## src/rtl/i2s_receiver_if.sv

```systemverilog
// I2S receiver bus: serial WS/data in, parallel samples and status out.
// Optional slot-length error outputs appear when I2S_RX_ERR_EN is defined.
interface i2s_receiver_if #(
  parameter int SAMPLE_W = 12
);
  logic                word_select;
  logic                sound_bit_in;
  logic [SAMPLE_W-1:0] left_sample;
  logic [SAMPLE_W-1:0] right_sample;
  logic                left_valid;
  logic                right_valid;
  logic                synced;
`ifdef I2S_RX_ERR_EN
  logic                slot_err;
  logic [7:0]          err_count;

  modport master (
    output word_select, sound_bit_in,
    input  left_sample, right_sample, left_valid, right_valid, synced,
    input  slot_err, err_count
  );
  modport slave (
    input  word_select, sound_bit_in,
    output left_sample, right_sample, left_valid, right_valid, synced,
    output slot_err, err_count
  );
`else
  modport master (
    output word_select, sound_bit_in,
    input  left_sample, right_sample, left_valid, right_valid, synced
  );
  modport slave (
    input  word_select, sound_bit_in,
    output left_sample, right_sample, left_valid, right_valid, synced
  );
`endif
endinterface

```

## src/rtl/i2s_receiver.sv

```systemverilog
// Serial-to-parallel I2S receiver in the s_clk bit-clock domain (1-bit WS delay).
// Define I2S_RX_ERR_EN to add slot-length checking (slot_err, err_count).
module i2s_receiver #(
  parameter int SAMPLE_W  = 12,
  parameter int SLOT_BITS = 13
) (
  input  logic          s_clk,
  input  logic          reset,
  i2s_receiver_if.slave bus
);
  localparam int                  CNT_W   = $clog2(SAMPLE_W + 64);
  localparam logic [CNT_W-1:0]    CNT_MAX = CNT_W'(SAMPLE_W + 63);
  localparam logic [SAMPLE_W-1:0] MSB     = {1'b1, {(SAMPLE_W-1){1'b0}}};

  typedef enum logic [1:0] {INIT, HUNT, RECV} state_e;

  state_e              state_q, state_d;
  logic                ws_q;
  logic [SAMPLE_W-1:0] shift_q, shift_d;
  logic [CNT_W-1:0]    cnt_q, cnt_d;
  logic [SAMPLE_W-1:0] left_q, left_d, right_q, right_d;
  logic                lv_q, lv_d, rv_q, rv_d;
  logic                synced_q, synced_d;

  logic                ws_edge;
  logic [SAMPLE_W-1:0] bit_mask;
  logic [SAMPLE_W-1:0] word;

  // INIT only primes ws_q, so a WS already high at reset release is no edge.
  assign ws_edge  = (state_q != INIT) && (bus.word_select != ws_q);
  // Mask runs off the LSB end once cnt_q >= SAMPLE_W, dropping long-slot bits.
  assign bit_mask = MSB >> cnt_q;
  assign word     = shift_q | (bus.sound_bit_in ? bit_mask : '0);

  always_ff @(posedge s_clk or negedge reset) begin
    if (!reset) begin
      state_q  <= INIT;
      ws_q     <= 1'b0;
      shift_q  <= '0;
      cnt_q    <= '0;
      left_q   <= '0;
      right_q  <= '0;
      lv_q     <= 1'b0;
      rv_q     <= 1'b0;
      synced_q <= 1'b0;
    end else begin
      state_q  <= state_d;
      ws_q     <= bus.word_select;
      shift_q  <= shift_d;
      cnt_q    <= cnt_d;
      left_q   <= left_d;
      right_q  <= right_d;
      lv_q     <= lv_d;
      rv_q     <= rv_d;
      synced_q <= synced_d;
    end
  end

  always_comb begin
    state_d  = state_q;
    shift_d  = shift_q;
    cnt_d    = cnt_q;
    left_d   = left_q;
    right_d  = right_q;
    lv_d     = 1'b0;
    rv_d     = 1'b0;
    synced_d = synced_q;
    case (state_q)
      INIT: state_d = HUNT;
      HUNT: begin
        if (ws_edge) begin
          synced_d = 1'b1;
          shift_d  = '0;
          cnt_d    = '0;
          state_d  = RECV;
        end
      end
      RECV: begin
        if (ws_edge) begin
          // ws_q still holds the closing slot's channel.
          if (!ws_q) begin
            left_d = word;
            lv_d   = 1'b1;
          end else begin
            right_d = word;
            rv_d    = 1'b1;
          end
          shift_d = '0;
          cnt_d   = '0;
        end else begin
          shift_d = word;
          cnt_d   = (cnt_q == CNT_MAX) ? cnt_q : cnt_q + 1'b1;
        end
      end
      default: state_d = INIT;
    endcase
  end

  assign bus.left_sample  = left_q;
  assign bus.right_sample = right_q;
  assign bus.left_valid   = lv_q;
  assign bus.right_valid  = rv_q;
  assign bus.synced       = synced_q;

`ifdef I2S_RX_ERR_EN
  logic       err_q, err_d;
  logic [7:0] ecnt_q, ecnt_d;
  logic       bad_len;

  // Closing slot length counts the edge-cycle bit, hence cnt_q + 1.
  assign bad_len = (int'(cnt_q) + 1) != SLOT_BITS;

  always_ff @(posedge s_clk or negedge reset) begin
    if (!reset) begin
      err_q  <= 1'b0;
      ecnt_q <= '0;
    end else begin
      err_q  <= err_d;
      ecnt_q <= ecnt_d;
    end
  end

  always_comb begin
    err_d  = 1'b0;
    ecnt_d = ecnt_q;
    if (state_q == RECV && ws_edge && bad_len) begin
      err_d  = 1'b1;
      ecnt_d = (ecnt_q == 8'hFF) ? ecnt_q : ecnt_q + 8'd1;
    end
  end

  assign bus.slot_err  = err_q;
  assign bus.err_count = ecnt_q;
`endif
endmodule

```

## src/flat_wrapper.sv

```systemverilog
// flat-port wrapper written by rule: the top's interface ports become plain ports
module i2s_receiver_flat 
#(
  parameter int SAMPLE_W  = 12,
  parameter int SLOT_BITS = 13
)
  (s_clk, reset, bus_word_select, bus_sound_bit_in, bus_left_sample, bus_right_sample, bus_left_valid, bus_right_valid, bus_synced);
  i2s_receiver_if #(.SAMPLE_W(SAMPLE_W)) bus_i ();
  input  logic s_clk;
  input  logic reset;
  input wire logic [$bits(bus_i.word_select)-1:0] bus_word_select;
  input wire logic [$bits(bus_i.sound_bit_in)-1:0] bus_sound_bit_in;
  output wire logic [$bits(bus_i.left_sample)-1:0] bus_left_sample;
  output wire logic [$bits(bus_i.right_sample)-1:0] bus_right_sample;
  output wire logic [$bits(bus_i.left_valid)-1:0] bus_left_valid;
  output wire logic [$bits(bus_i.right_valid)-1:0] bus_right_valid;
  output wire logic [$bits(bus_i.synced)-1:0] bus_synced;
  assign bus_i.word_select = bus_word_select;
  assign bus_i.sound_bit_in = bus_sound_bit_in;
  assign bus_left_sample = bus_i.left_sample;
  assign bus_right_sample = bus_i.right_sample;
  assign bus_left_valid = bus_i.left_valid;
  assign bus_right_valid = bus_i.right_valid;
  assign bus_synced = bus_i.synced;
  i2s_receiver #(.SAMPLE_W(SAMPLE_W), .SLOT_BITS(SLOT_BITS)) u_core (.s_clk(s_clk), .reset(reset), .bus(bus_i));
endmodule
```

## config.mk

```make
export PLATFORM = sky130hd
export DESIGN_NAME = i2s_receiver_flat
export DESIGN_NICKNAME = d
export VERILOG_FILES = /design/src/rtl/i2s_receiver_if.sv /design/src/rtl/i2s_receiver.sv /design/src/flat_wrapper.sv
export SDC_FILE = /design/constraint.sdc
export NUM_CORES = 1
export LEC_CHECK = 0
export CORE_UTILIZATION = 55
export CTS_BUF_LIST = sky130_fd_sc_hd__clkbuf_8
export CTS_CLUSTER_DIAMETER = 150
export DETAILED_ROUTE_END_ITERATION = 6
export GPL_TIMING_DRIVEN = 0
export PLACE_DENSITY = 0.88
export SYNTH_ARGS = -nofsm -noshare
export SYNTH_HDL_FRONTEND = slang
export SYNTH_SLANG_ARGS = --single-unit
```

## constraint.sdc

```tcl
create_clock -name s_clk -period 2 [get_ports s_clk]
set_input_delay 0.4 -clock s_clk [delete_from_list [all_inputs] [get_ports s_clk]]
set_output_delay 0.4 -clock s_clk [all_outputs]
set_load 0.01 [all_outputs]
```

==> flow_summary.toml <==
[synthesis]
ys_async_sr_fraction_pct = 100.0
ys_seq_area_share_pct = 58.58
syn_area_um2 = 2093
syn_nets = 215
synth_top_area_share_pct = 58.58
yosysTopAreaCell = "dfrtp_1"
synth.distinct_cells = 35
syn_avg_cell_area_um2 = 10.11
synth_warnings = 0
syn_inst = 207
synthFlopType = "dfrtp_1"
synth_area_leaders = "dfrtp_1 59%, a21oi_1 11%, nor2_1 7.0%"
synth_seq_cells = 49
synth_edf_count = 0

[routing]
drtIter0Drc = 132
via_per_inst = 5.787
drt_pass1_iterations = 4
route.detailed.drc = 0
dr_total_vias = 1713
ant_nets = 0
post_drt_wl_per_cell_um = 15.44
wirelength_um = 4570

[sta]
rsz0062_at_grt = "no"
drv_slew = 0
finClkSkew_ns = 0.009257
tightest_slew_ns = 0.5202
holdWs_ns = 0.007433
slew_headroom_pct = 65.03
period_needed_ns = 1.906
finalHoldViolations = 0
setup_viol = 0
min_period_over_period_pct = 95.31
fmax_mhz = 524.6

[finish]
fin_cells = 296
diodes = 0
multi_input_area_um2 = 835.8
synthToLayoutAreaGrowth_pct = 26.78
fill_cells = 250
seqCellArea_um2 = 1226
post-route-cell-area_um2 = 2654
post-route-util_pct = 72.49
layout-drive-gt1-share_pct = 11.69
mostFrequentLayoutCell = "dfrtp_1"
mostFrequentLayoutCells = "49 x dfrtp_1, 46 x a21oi_1, 39 x nor2_1"
fin_nets = 255

[worst_setup_path]
critPathCaptureType = "flip-flop"
worstSetupStartpointType = "input port"
crit_arrival_ns = 2.13
critPathMaxFanout = 10
crit_required_ns = 2.23
cpPeakStageDelay_ns = 0.59
crit_top_cell = "buf_2"
crit_type = "in -> reg"
cp_cell_sequence = "clkdlybuf4s50_1 -> xor2_4 -> and4_1 -> buf_2 -> buf_2 -> nor2_1 -> a21oi_1"
slowest_stage = "clkdlybuf4s50_1"

[placed_design]
place_congestion = 0.8237
dpl.cell_count = 286
dp_hpwl_um = 3142
port_buffers = 30
place_area_um2 = 2469

[cts]
max-clock-path-buffers = 2
cts_buffers = 5
cts-root-buf = "clkbuf_8"
cts_max_level = 2
cts.sinks = 49
clkTransAtPathRegs_ns = 0.08
insertion_delay_ns = 0.31
cts_tree = "built"

[job]
cap_violations = 0

[floorplanning]
start_util_pct = 57.18
rows = 22
die_area_um2 = 4056
fp.dieH_um = 63.69
coreArea_um2 = 3661
die_w_um = 63.69
io_pins = 31

[power]
powerDensity_nw_per_um2 = 1340
p_leak_nw = 1.154
finalPower_mw = 3.555
ir_drop_mv = 0.9585

[grt]
grt_max_degree = 34
grt_pass1_vias = 1577
grt_remaining_overflow = 0
track_usage_pct = 24.82
antenna_found_initial = 0
grt_pass1_wl_um = 7486

[outcome]
status = "completed"

[min_path]
hold_class = "in -> async"
timing repair:
action,in CTS,in global routing
setup endpoints to repair,20,34
hold buffers,0,0
gates resized for setup,3,14
setup buffers,0,2
pin swaps,0,1
kinds of logic after synthesis:
kind of cell | Yosys count | synth area share, %
AOI/OAI and AO/OA | 67 | 18.23
and+or+nand+nor | 67 | 16.32
DFF | 49 | 58.58
buffers and inverters | 18 | 3.587
adders and majority gates | 4 | 2.391
xor gates and xnor gates | 1 | 0.4185
muxes | 1 | 0.4782
power by group:
part | leakage, nW | switching, mW | total (mW) | internal, mW
combinational | 0.451 | 0.734 | 1.43 | 0.696
clock | 0.0626 | 0.317 | 0.720 | 0.403
sequential | 0.641 | 0.149 | 1.41 | 1.26
registers in the layout, summed over array words and instances (netlist names):
register / flops
u_core.cnt_q: 7
u_core.bus.left_valid: 1
u_core.bus.right_sample: 12
u_core.shift_q: 12
u_core.state_q: 2
u_core.bus.synced: 1
u_core.bus.right_valid: 1
u_core.ws_q: 1
u_core.bus.left_sample: 12
through the flow:
| stage | setup TNS [ns] | setup WS, ns |
|---|---|---|
| 2_1_floorplan | 0 | 0.2781 |
| 3_3_place_gp | -41.08 | -0.7680 |
| 3_5_place_dp | -5.993 | -0.2324 |
| 4_1_cts | 0 | 0.01719 |
| 5_1_grt | 0 | 0.004734 |
| 6_report | 0 | 0.09385 |
cell usage after synthesis, drive strengths merged, types with 2 or more instances:
cell / count
nand3: 7
nor2b: 2
o221ai: 3
inv: 7
nor2: 39
nor3: 3
ha: 4
a21boi: 2
buf: 6
a31oi: 8
o21ai: 3
clkbuf: 5
dfrtp: 49
nand2: 5
a21oi: 46
and2: 2
worst paths after layout:
check,from,end,slack [ns],depth (start not counted)
setup / recovery,bus_word_select,u_core.bus.right_sample[11]$_DFFE_PN0P_,0.09,7
hold / removal,reset,u_core.bus.left_sample[4]$_DFFE_PN0P_,0.007,1
setup reg to reg,u_core.state_q[0]$_DFFE_PN0P_,u_core.bus.left_sample[6]$_DFFE_PN0P_,0.14,8
hold reg to reg,u_core.bus.synced$_DFFE_PN0P_,u_core.bus.synced$_DFFE_PN0P_,0.48,1
max in group asynchronous,reset,u_core.cnt_q[3]$_DFFE_PN0P_,1.50,2
min in group s_clk,u_core.bus.synced$_DFFE_PN0P_,u_core.bus.synced$_DFFE_PN0P_,0.48,1
area by class of cell:
type | count | area share (%)
Buffer | 11 | 2.216
Clock buffer | 6 | 3.112
Clock inverter | 2 | 1.273
Inverter | 7 | 0.9901
Multi-Input combinational cell | 140 | 31.49
Sequential cell | 49 | 46.20
Tap cell | 48 | 2.263
Timing Repair Buffer | 33 | 12.45
worst max-delay path: cells and delay by family:
family	cells	cell delay, ns
AO/OA/AOI/OAI	1	0.13
XOR/XNOR	1	0.25
buffers and inverters	3	1.04
AND/OR/NAND/NOR	2	0.31
metal layers:
metal	vias to the layer above	track usage, %	wire (um)
met4	0	9.943	72
met3	8	6.522	240
li1	809	-	-
met2	66	38.03	2217
met5	-	0	0
met1	830	33.58	2040
No activity file was read; power rests on OpenSTA's default activity.
